$ cat src/rtl/jtag_dpram_bridge_if.sv
//------------------------------------------------------------------------------
// Module : jtag_dpram_bridge_if
// Brief  : Avalon-MM pipelined-read bus between the JTAG master and the bridge.
// Rev    : 1.0  initial release
//------------------------------------------------------------------------------
`default_nettype none

interface jtag_dpram_bridge_if;
    logic [31:0] iAVL_ADDRESS;
    logic        iAVL_READ;
    logic        iAVL_WRITE;
    logic [31:0] iAVL_WRITE_DATA;
    logic [4:0]  iAVL_BURST_COUNT;
    logic        oAVL_WAIT_REQUEST;
    logic [31:0] oAVL_READ_DATA;
    logic        oAVL_READ_DATAVALID;

    modport master (
        output iAVL_ADDRESS, iAVL_READ, iAVL_WRITE, iAVL_WRITE_DATA, iAVL_BURST_COUNT,
        input  oAVL_WAIT_REQUEST, oAVL_READ_DATA, oAVL_READ_DATAVALID
    );

    modport slave (
        input  iAVL_ADDRESS, iAVL_READ, iAVL_WRITE, iAVL_WRITE_DATA, iAVL_BURST_COUNT,
        output oAVL_WAIT_REQUEST, oAVL_READ_DATA, oAVL_READ_DATAVALID
    );
endinterface

`default_nettype wire

$ cat src/rtl/jtag_dpram_bridge.sv
//------------------------------------------------------------------------------
// Module : jtag_dpram_bridge
// Brief  : Turns JTAG Avalon single/burst transfers into one-word-per-cycle
//          DPRAM accesses, with a window check at burst start.
// Rev    : 1.0  initial release
//------------------------------------------------------------------------------
`default_nettype none

module jtag_dpram_bridge #(
    parameter int          pADDR_W = 10,
    parameter logic [31:0] pBASE   = 32'h0000_0000
) (
    input  logic                iCLK,
    input  logic                iRESETn,
    jtag_dpram_bridge_if.slave  avl,
    output logic                oDPRAM_CS,
    output logic [pADDR_W-1:0]  oDPRAM_ADDR,
    output logic                oDPRAM_WE,
    output logic [31:0]         oDPRAM_WDATA,
    input  logic [31:0]         iDPRAM_RDATA,
    output logic                oERR
);

    typedef enum logic [1:0] {
        ST_IDLE   = 2'd0,
        ST_WBURST = 2'd1,
        ST_RBURST = 2'd2,
        ST_RDRAIN = 2'd3
    } state_t;

    localparam logic [pADDR_W-1:0] c_PTR_ONE = {{(pADDR_W-1){1'b0}}, 1'b1};

    state_t               state_q, state_d;
    logic [pADDR_W-1:0]   ptr_q, ptr_d;
    logic [4:0]           rem_q, rem_d;
    logic                 hit_q, hit_d;
    logic                 cs_q, cs_d;
    logic                 we_q, we_d;
    logic [pADDR_W-1:0]   addr_q, addr_d;
    logic [31:0]          wdata_q, wdata_d;
    logic                 rd_issue_q, rd_issue_d;
    logic                 rd_valid_q, rd_valid_d;
    logic                 rd_hit_q, rd_hit_d;
    logic                 wait_q, wait_d;
    logic                 err_q, err_d;

    logic [4:0]           w_burst_n;
    logic [pADDR_W-1:0]   w_word;
    logic                 w_hit;
    logic                 w_unused_addr_lsb;

    assign w_burst_n         = (avl.iAVL_BURST_COUNT == 5'd0) ? 5'd1 : avl.iAVL_BURST_COUNT;
    assign w_word            = avl.iAVL_ADDRESS[pADDR_W+1:2];
    assign w_hit             = (avl.iAVL_ADDRESS[31:pADDR_W+2] == pBASE[31:pADDR_W+2]);
    assign w_unused_addr_lsb = ^avl.iAVL_ADDRESS[1:0];

    always_comb begin
        state_d    = state_q;
        ptr_d      = ptr_q;
        rem_d      = rem_q;
        hit_d      = hit_q;
        cs_d       = 1'b0;
        we_d       = 1'b0;
        addr_d     = addr_q;
        wdata_d    = wdata_q;
        rd_issue_d = 1'b0;
        err_d      = err_q;

        case (state_q)
            ST_IDLE: begin
                if (!wait_q) begin
                    if (avl.iAVL_WRITE) begin
                        // A simultaneous read is dropped; the write wins.
                        hit_d   = w_hit;
                        cs_d    = w_hit;
                        we_d    = w_hit;
                        addr_d  = w_word;
                        wdata_d = avl.iAVL_WRITE_DATA;
                        ptr_d   = w_word + c_PTR_ONE;
                        rem_d   = w_burst_n - 5'd1;
                        if (avl.iAVL_READ || !w_hit) err_d = 1'b1;
                        if (w_burst_n > 5'd1) state_d = ST_WBURST;
                    end else if (avl.iAVL_READ) begin
                        hit_d      = w_hit;
                        cs_d       = w_hit;
                        rd_issue_d = 1'b1;
                        addr_d     = w_word;
                        ptr_d      = w_word + c_PTR_ONE;
                        rem_d      = w_burst_n - 5'd1;
                        if (!w_hit) err_d = 1'b1;
                        state_d = ST_RBURST;
                    end
                end
            end
            ST_WBURST: begin
                if (avl.iAVL_WRITE) begin
                    cs_d    = hit_q;
                    we_d    = hit_q;
                    addr_d  = ptr_q;
                    wdata_d = avl.iAVL_WRITE_DATA;
                    ptr_d   = ptr_q + c_PTR_ONE;
                    rem_d   = rem_q - 5'd1;
                    if (rem_q == 5'd1) state_d = ST_IDLE;
                end
            end
            ST_RBURST: begin
                if (rem_q == 5'd0) begin
                    state_d = ST_RDRAIN;
                end else begin
                    cs_d       = hit_q;
                    rd_issue_d = 1'b1;
                    addr_d     = ptr_q;
                    ptr_d      = ptr_q + c_PTR_ONE;
                    rem_d      = rem_q - 5'd1;
                end
            end
            ST_RDRAIN: state_d = ST_IDLE;
            default:   state_d = ST_IDLE;
        endcase

        wait_d     = (state_d == ST_RBURST) || (state_d == ST_RDRAIN);
        // DPRAM data arrives one cycle after the issue, so valid trails by one.
        rd_valid_d = rd_issue_q;
        rd_hit_d   = cs_q & ~we_q;
    end

    always_ff @(posedge iCLK or negedge iRESETn) begin
        if (!iRESETn) begin
            state_q    <= ST_IDLE;
            ptr_q      <= '0;
            rem_q      <= 5'd0;
            hit_q      <= 1'b0;
            cs_q       <= 1'b0;
            we_q       <= 1'b0;
            addr_q     <= '0;
            wdata_q    <= 32'h0;
            rd_issue_q <= 1'b0;
            rd_valid_q <= 1'b0;
            rd_hit_q   <= 1'b0;
            wait_q     <= 1'b1;
            err_q      <= 1'b0;
        end else begin
            state_q    <= state_d;
            ptr_q      <= ptr_d;
            rem_q      <= rem_d;
            hit_q      <= hit_d;
            cs_q       <= cs_d;
            we_q       <= we_d;
            addr_q     <= addr_d;
            wdata_q    <= wdata_d;
            rd_issue_q <= rd_issue_d;
            rd_valid_q <= rd_valid_d;
            rd_hit_q   <= rd_hit_d;
            wait_q     <= wait_d;
            err_q      <= err_d;
        end
    end

    assign oDPRAM_CS               = cs_q;
    assign oDPRAM_WE               = we_q;
    assign oDPRAM_ADDR             = addr_q;
    assign oDPRAM_WDATA            = wdata_q;
    assign oERR                    = err_q;
    assign avl.oAVL_WAIT_REQUEST   = wait_q;
    assign avl.oAVL_READ_DATAVALID = rd_valid_q;
    assign avl.oAVL_READ_DATA      = rd_hit_q ? iDPRAM_RDATA : 32'h0000_0000;

endmodule

`default_nettype wire

$ cat src/flat_wrapper.sv
// flat-port wrapper written by rule: the top's interface ports become plain ports
module jtag_dpram_bridge_flat 
#(
    parameter int          pADDR_W = 10,
    parameter logic [31:0] pBASE   = 32'h0000_0000
)
  (iCLK, iRESETn, oDPRAM_CS, oDPRAM_ADDR, oDPRAM_WE, oDPRAM_WDATA, iDPRAM_RDATA, oERR, avl_iAVL_ADDRESS, avl_iAVL_READ, avl_iAVL_WRITE, avl_iAVL_WRITE_DATA, avl_iAVL_BURST_COUNT, avl_oAVL_WAIT_REQUEST, avl_oAVL_READ_DATA, avl_oAVL_READ_DATAVALID);
  jtag_dpram_bridge_if avl_i ();
  input  logic iCLK;
  input  logic iRESETn;
  output logic oDPRAM_CS;
  output logic [pADDR_W-1:0] oDPRAM_ADDR;
  output logic oDPRAM_WE;
  output logic [31:0] oDPRAM_WDATA;
  input  logic [31:0] iDPRAM_RDATA;
  output logic oERR;
  input wire logic [$bits(avl_i.iAVL_ADDRESS)-1:0] avl_iAVL_ADDRESS;
  input wire logic [$bits(avl_i.iAVL_READ)-1:0] avl_iAVL_READ;
  input wire logic [$bits(avl_i.iAVL_WRITE)-1:0] avl_iAVL_WRITE;
  input wire logic [$bits(avl_i.iAVL_WRITE_DATA)-1:0] avl_iAVL_WRITE_DATA;
  input wire logic [$bits(avl_i.iAVL_BURST_COUNT)-1:0] avl_iAVL_BURST_COUNT;
  output wire logic [$bits(avl_i.oAVL_WAIT_REQUEST)-1:0] avl_oAVL_WAIT_REQUEST;
  output wire logic [$bits(avl_i.oAVL_READ_DATA)-1:0] avl_oAVL_READ_DATA;
  output wire logic [$bits(avl_i.oAVL_READ_DATAVALID)-1:0] avl_oAVL_READ_DATAVALID;
  assign avl_i.iAVL_ADDRESS = avl_iAVL_ADDRESS;
  assign avl_i.iAVL_READ = avl_iAVL_READ;
  assign avl_i.iAVL_WRITE = avl_iAVL_WRITE;
  assign avl_i.iAVL_WRITE_DATA = avl_iAVL_WRITE_DATA;
  assign avl_i.iAVL_BURST_COUNT = avl_iAVL_BURST_COUNT;
  assign avl_oAVL_WAIT_REQUEST = avl_i.oAVL_WAIT_REQUEST;
  assign avl_oAVL_READ_DATA = avl_i.oAVL_READ_DATA;
  assign avl_oAVL_READ_DATAVALID = avl_i.oAVL_READ_DATAVALID;
  jtag_dpram_bridge #(.pADDR_W(pADDR_W), .pBASE(pBASE)) u_core (.iCLK(iCLK), .iRESETn(iRESETn), .avl(avl_i), .oDPRAM_CS(oDPRAM_CS), .oDPRAM_ADDR(oDPRAM_ADDR), .oDPRAM_WE(oDPRAM_WE), .oDPRAM_WDATA(oDPRAM_WDATA), .iDPRAM_RDATA(iDPRAM_RDATA), .oERR(oERR));
endmodule
$ cat config.mk
export PLATFORM = sky130hd
export DESIGN_NAME = jtag_dpram_bridge_flat
export DESIGN_NICKNAME = d
export VERILOG_FILES = /design/src/rtl/jtag_dpram_bridge_if.sv /design/src/rtl/jtag_dpram_bridge.sv /design/src/flat_wrapper.sv
export SDC_FILE = /design/constraint.sdc
export NUM_CORES = 1
export LEC_CHECK = 0
export BUFFER_PORTS_ARGS = -buffer_cell sky130_fd_sc_hd__clkbuf_2
export CAP_MARGIN = 20
export CORE_UTILIZATION = 49
export DETAILED_ROUTE_END_ITERATION = 8
export PLACE_DENSITY = 0.88
export SLEW_MARGIN = 25
export SYNTH_ARGS = -nofsm -noshare
export SYNTH_HDL_FRONTEND = slang
export SYNTH_SLANG_ARGS = --single-unit
$ cat constraint.sdc
create_clock -name iCLK -period 3.95 [get_ports iCLK]
set_input_delay 1.185 -clock iCLK [delete_from_list [all_inputs] [get_ports iCLK]]
set_output_delay 1.185 -clock iCLK [all_outputs]
set_load 0.01 [all_outputs]
==> impl_metrics.ini <==
[status]
status = finished, final reports clean

[routing]
drtPass1Iterations = 4
drt_first_iter_violations = 131
via_count = 3308
routedWlPerCell_um = 15.5
via_per_inst = 5.28
drc = 0
drt_wl_total_mm = 9.74
drtAntennaViolNets = 0

[place]
hpwl_mm = 7.72
portBuffers = 181
gp_congestion = 0.827
dp.cells = 612

[clock_tree]
cts_resized = 0
cts_tree = built
htreeDepth = 3
cts.sinks = 67
post_cts_buffers = 0
numCtsBuffers = 9
clk_path_buf_depth = 2
clkLatencyLatePin_ns = 0.33
clk_pin_slew_ns = 0.07
postCtsHoldBufs = 0
cts_root_buffer = clkbuf_8

[global_routing]
grt_pass1_wl_mm = 15.0
grt_pass1_vias = 3140
groute.usage.overall = 0.256
antenna_found_initial = 0
globalRouteOverflowTotal = 0
grt_max_degree = 36

[critical_path]
path_class = input pin to output port
start_kind = input pin
cp_data_arrival_time_ns = 1.57
cp_max_fo = 1
worstPathRequired_ns = 2.76
end_kind = output port

[yosys]
synthDistinctLibCells = 50
syn_avg_cell_area_um2 = 10.4
yosysTopAreaCell = dfrtp_1
synth-seq-area-share = 0.464
synth_edf_count = 0
async_flop_share = 1.00
synth_area_um2 = 3610
synth_nets = 461
synth_top_area_frac = 0.457
yosys_register_bits = 67
syn-instance-count = 346
yosysMostFrequentCell = dfrtp_1
synth_flop_cell = dfrtp_1
yosys-top-cells-area = dfrtp_1, mux2_2, and2_1, ha_1, o21ai_0
synth_common_cells = dfrtp_1, mux2_2, and2_1, nand2_1, o21ai_0
yosysWarnings = 0

[die]
die_h_um = 87.9
pin_count = 184
rows = 30
die_w_um = 87.9
die_area_um2 = 7720
start_util = 0.521
core_um2 = 6940

[final_layout]
fin_nets = 642
final_cells = 627
drive_gt1_frac = 0.467
area_delta_synth_final_pct = 34.2
nFillCells = 523
antennaDiodeCount = 0
final_util = 0.698

[power_and_ir_drop]
cellLeakagePower_nw = 2.44
powerDensity_nw_per_um2 = 778
ir_drop_mv = 0.668

[timing]
timing.hold.ws_ns = 0.361
period_needed_ns = 2.76
worst_slew_pin_slew_ns = 0.797
layout_worst_path_cycle_share = 0.698
final_max_slew_viol_count = 0
clock_skew_ns = 0.00600
maxSlewHeadroom = 0.469
tns_ns = 0
rsz0062_at_grt = no
hold_violations = 0
fmax_mhz = 363
setup_viol = 0

[min_path]
hp-class = flop to flop

[flow_run]
maxCapViolCount = 0
-- logic make-up after synthesis --
family / synth area share
xor+xnor: 0.0218
flops: 0.464
simple gates: 0.199
buf+inv: 0.0357
fa+ha+maj: 0.0346
mux: 0.126
compound gates: 0.118
-- registers in the layout, indices dropped and copies added (netlist names) --
name,cells
u_core.rd_hit_q,1
u_core.avl.oAVL_WAIT_REQUEST,1
u_core.oDPRAM_CS,1
u_core.rem_q,5
u_core.ptr_q,10
u_core.oDPRAM_WDATA,32
u_core.hit_q,1
u_core.rd_issue_q,1
u_core.state_q,2
u_core.oDPRAM_ADDR,10
u_core.oERR,1
u_core.oDPRAM_WE,1
u_core.avl.oAVL_READ_DATAVALID,1
-- per-layer routing --
metal	GRT usage	vias up	wire (um)
met5	0	-	0
met3	0.0782	20	709
met2	0.482	136	5230
met1	0.270	1572	3600
met4	0.0820	0	201
li1	-	1580	-
-- layout by cell type (no fill, tap or decap), types with 3 or more instances in the layout --
| cell type | netlist | routed |
|---|---|---|
| a21o_1 | 3 | 3 |
| a21oi_1 | 11 | 11 |
| and2_1 | 33 | 33 |
| bufinv_16 | 0 | 4 |
| clkbuf_2 | 0 | 180 |
| clkbuf_8 | 0 | 9 |
| dfrtp_1 | 66 | 66 |
| ha_1 | 10 | 10 |
| inv_1 | 10 | 10 |
| mux2_2 | 35 | 35 |
| mux2i_1 | 5 | 5 |
| nand2_1 | 30 | 30 |
| nand3_1 | 11 | 11 |
| nand3b_1 | 4 | 4 |
| nand4_1 | 7 | 7 |
| nand4b_1 | 4 | 4 |
| nor2_1 | 21 | 21 |
| nor2b_1 | 6 | 6 |
| nor3_1 | 5 | 5 |
| nor4_1 | 6 | 6 |
| o21ai_0 | 23 | 23 |
| xor2_1 | 7 | 7 |
-- area by class of cell --
type | count | area (um2) | share of cell area
Clock buffer | 9 | 124 | 0.0255
Inverter | 10 | 37.5 | 0.00774
Tap cell | 96 | 120 | 0.0248
Multi-Input combinational cell | 255 | 1810 | 0.374
Clock inverter | 6 | 138 | 0.0284
Sequential cell | 67 | 1680 | 0.346
Timing Repair Buffer | 184 | 941 | 0.194
-- worst paths after layout --
check                                                 start                                  endpoint  slack, ns  cells past startpoint
worst min-delay path            u_core.rd_issue_q$_DFF_PN0_  u_core.avl.oAVL_READ_DATAVALID$_DFF_PN0_       0.36                      0
worst max-delay path                       iDPRAM_RDATA[23]                    avl_oAVL_READ_DATA[23]       1.19                      3
min in group asynchronous                           iRESETn        u_core.oDPRAM_WDATA[1]$_DFFE_PN0P_       0.94                      1
worst max register to register  u_core.state_q[0]$_DFF_PN0_               u_core.ptr_q[7]$_DFFE_PN0P_       1.36                      8
max in group asynchronous                           iRESETn    u_core.avl.oAVL_WAIT_REQUEST$_DFF_PN1_       2.30                      2
worst min register to register  u_core.rd_issue_q$_DFF_PN0_  u_core.avl.oAVL_READ_DATAVALID$_DFF_PN0_       0.36                      0
-- stage by stage --
stage          worst slack (ns)  cell area [um2]  power, W
3_5_place_dp               1.16             4590   0.00304
3_3_place_gp               1.18             4590   0.00293
2_1_floorplan              1.42             3610   0.00249
6_report                   1.19             4850   0.00377
5_1_grt                    1.13             4850   0.00403
4_1_cts                    1.19             4850   0.00379
-- critical path, cell delays in order --
cell and delay [ns]:
clkbuf_2 0.09, and2_1 0.17, clkbuf_2 0.13
-- power by group --
part	internal, W	total [W]	leakage [nW]	switching (W)
sequential	0.00102	0.00127	0.800	0.000245
combinational	0.000783	0.00176	1.51	0.000978
clock	0.000483	0.000744	0.130	0.000261
(Power assumes the default switching activity.)
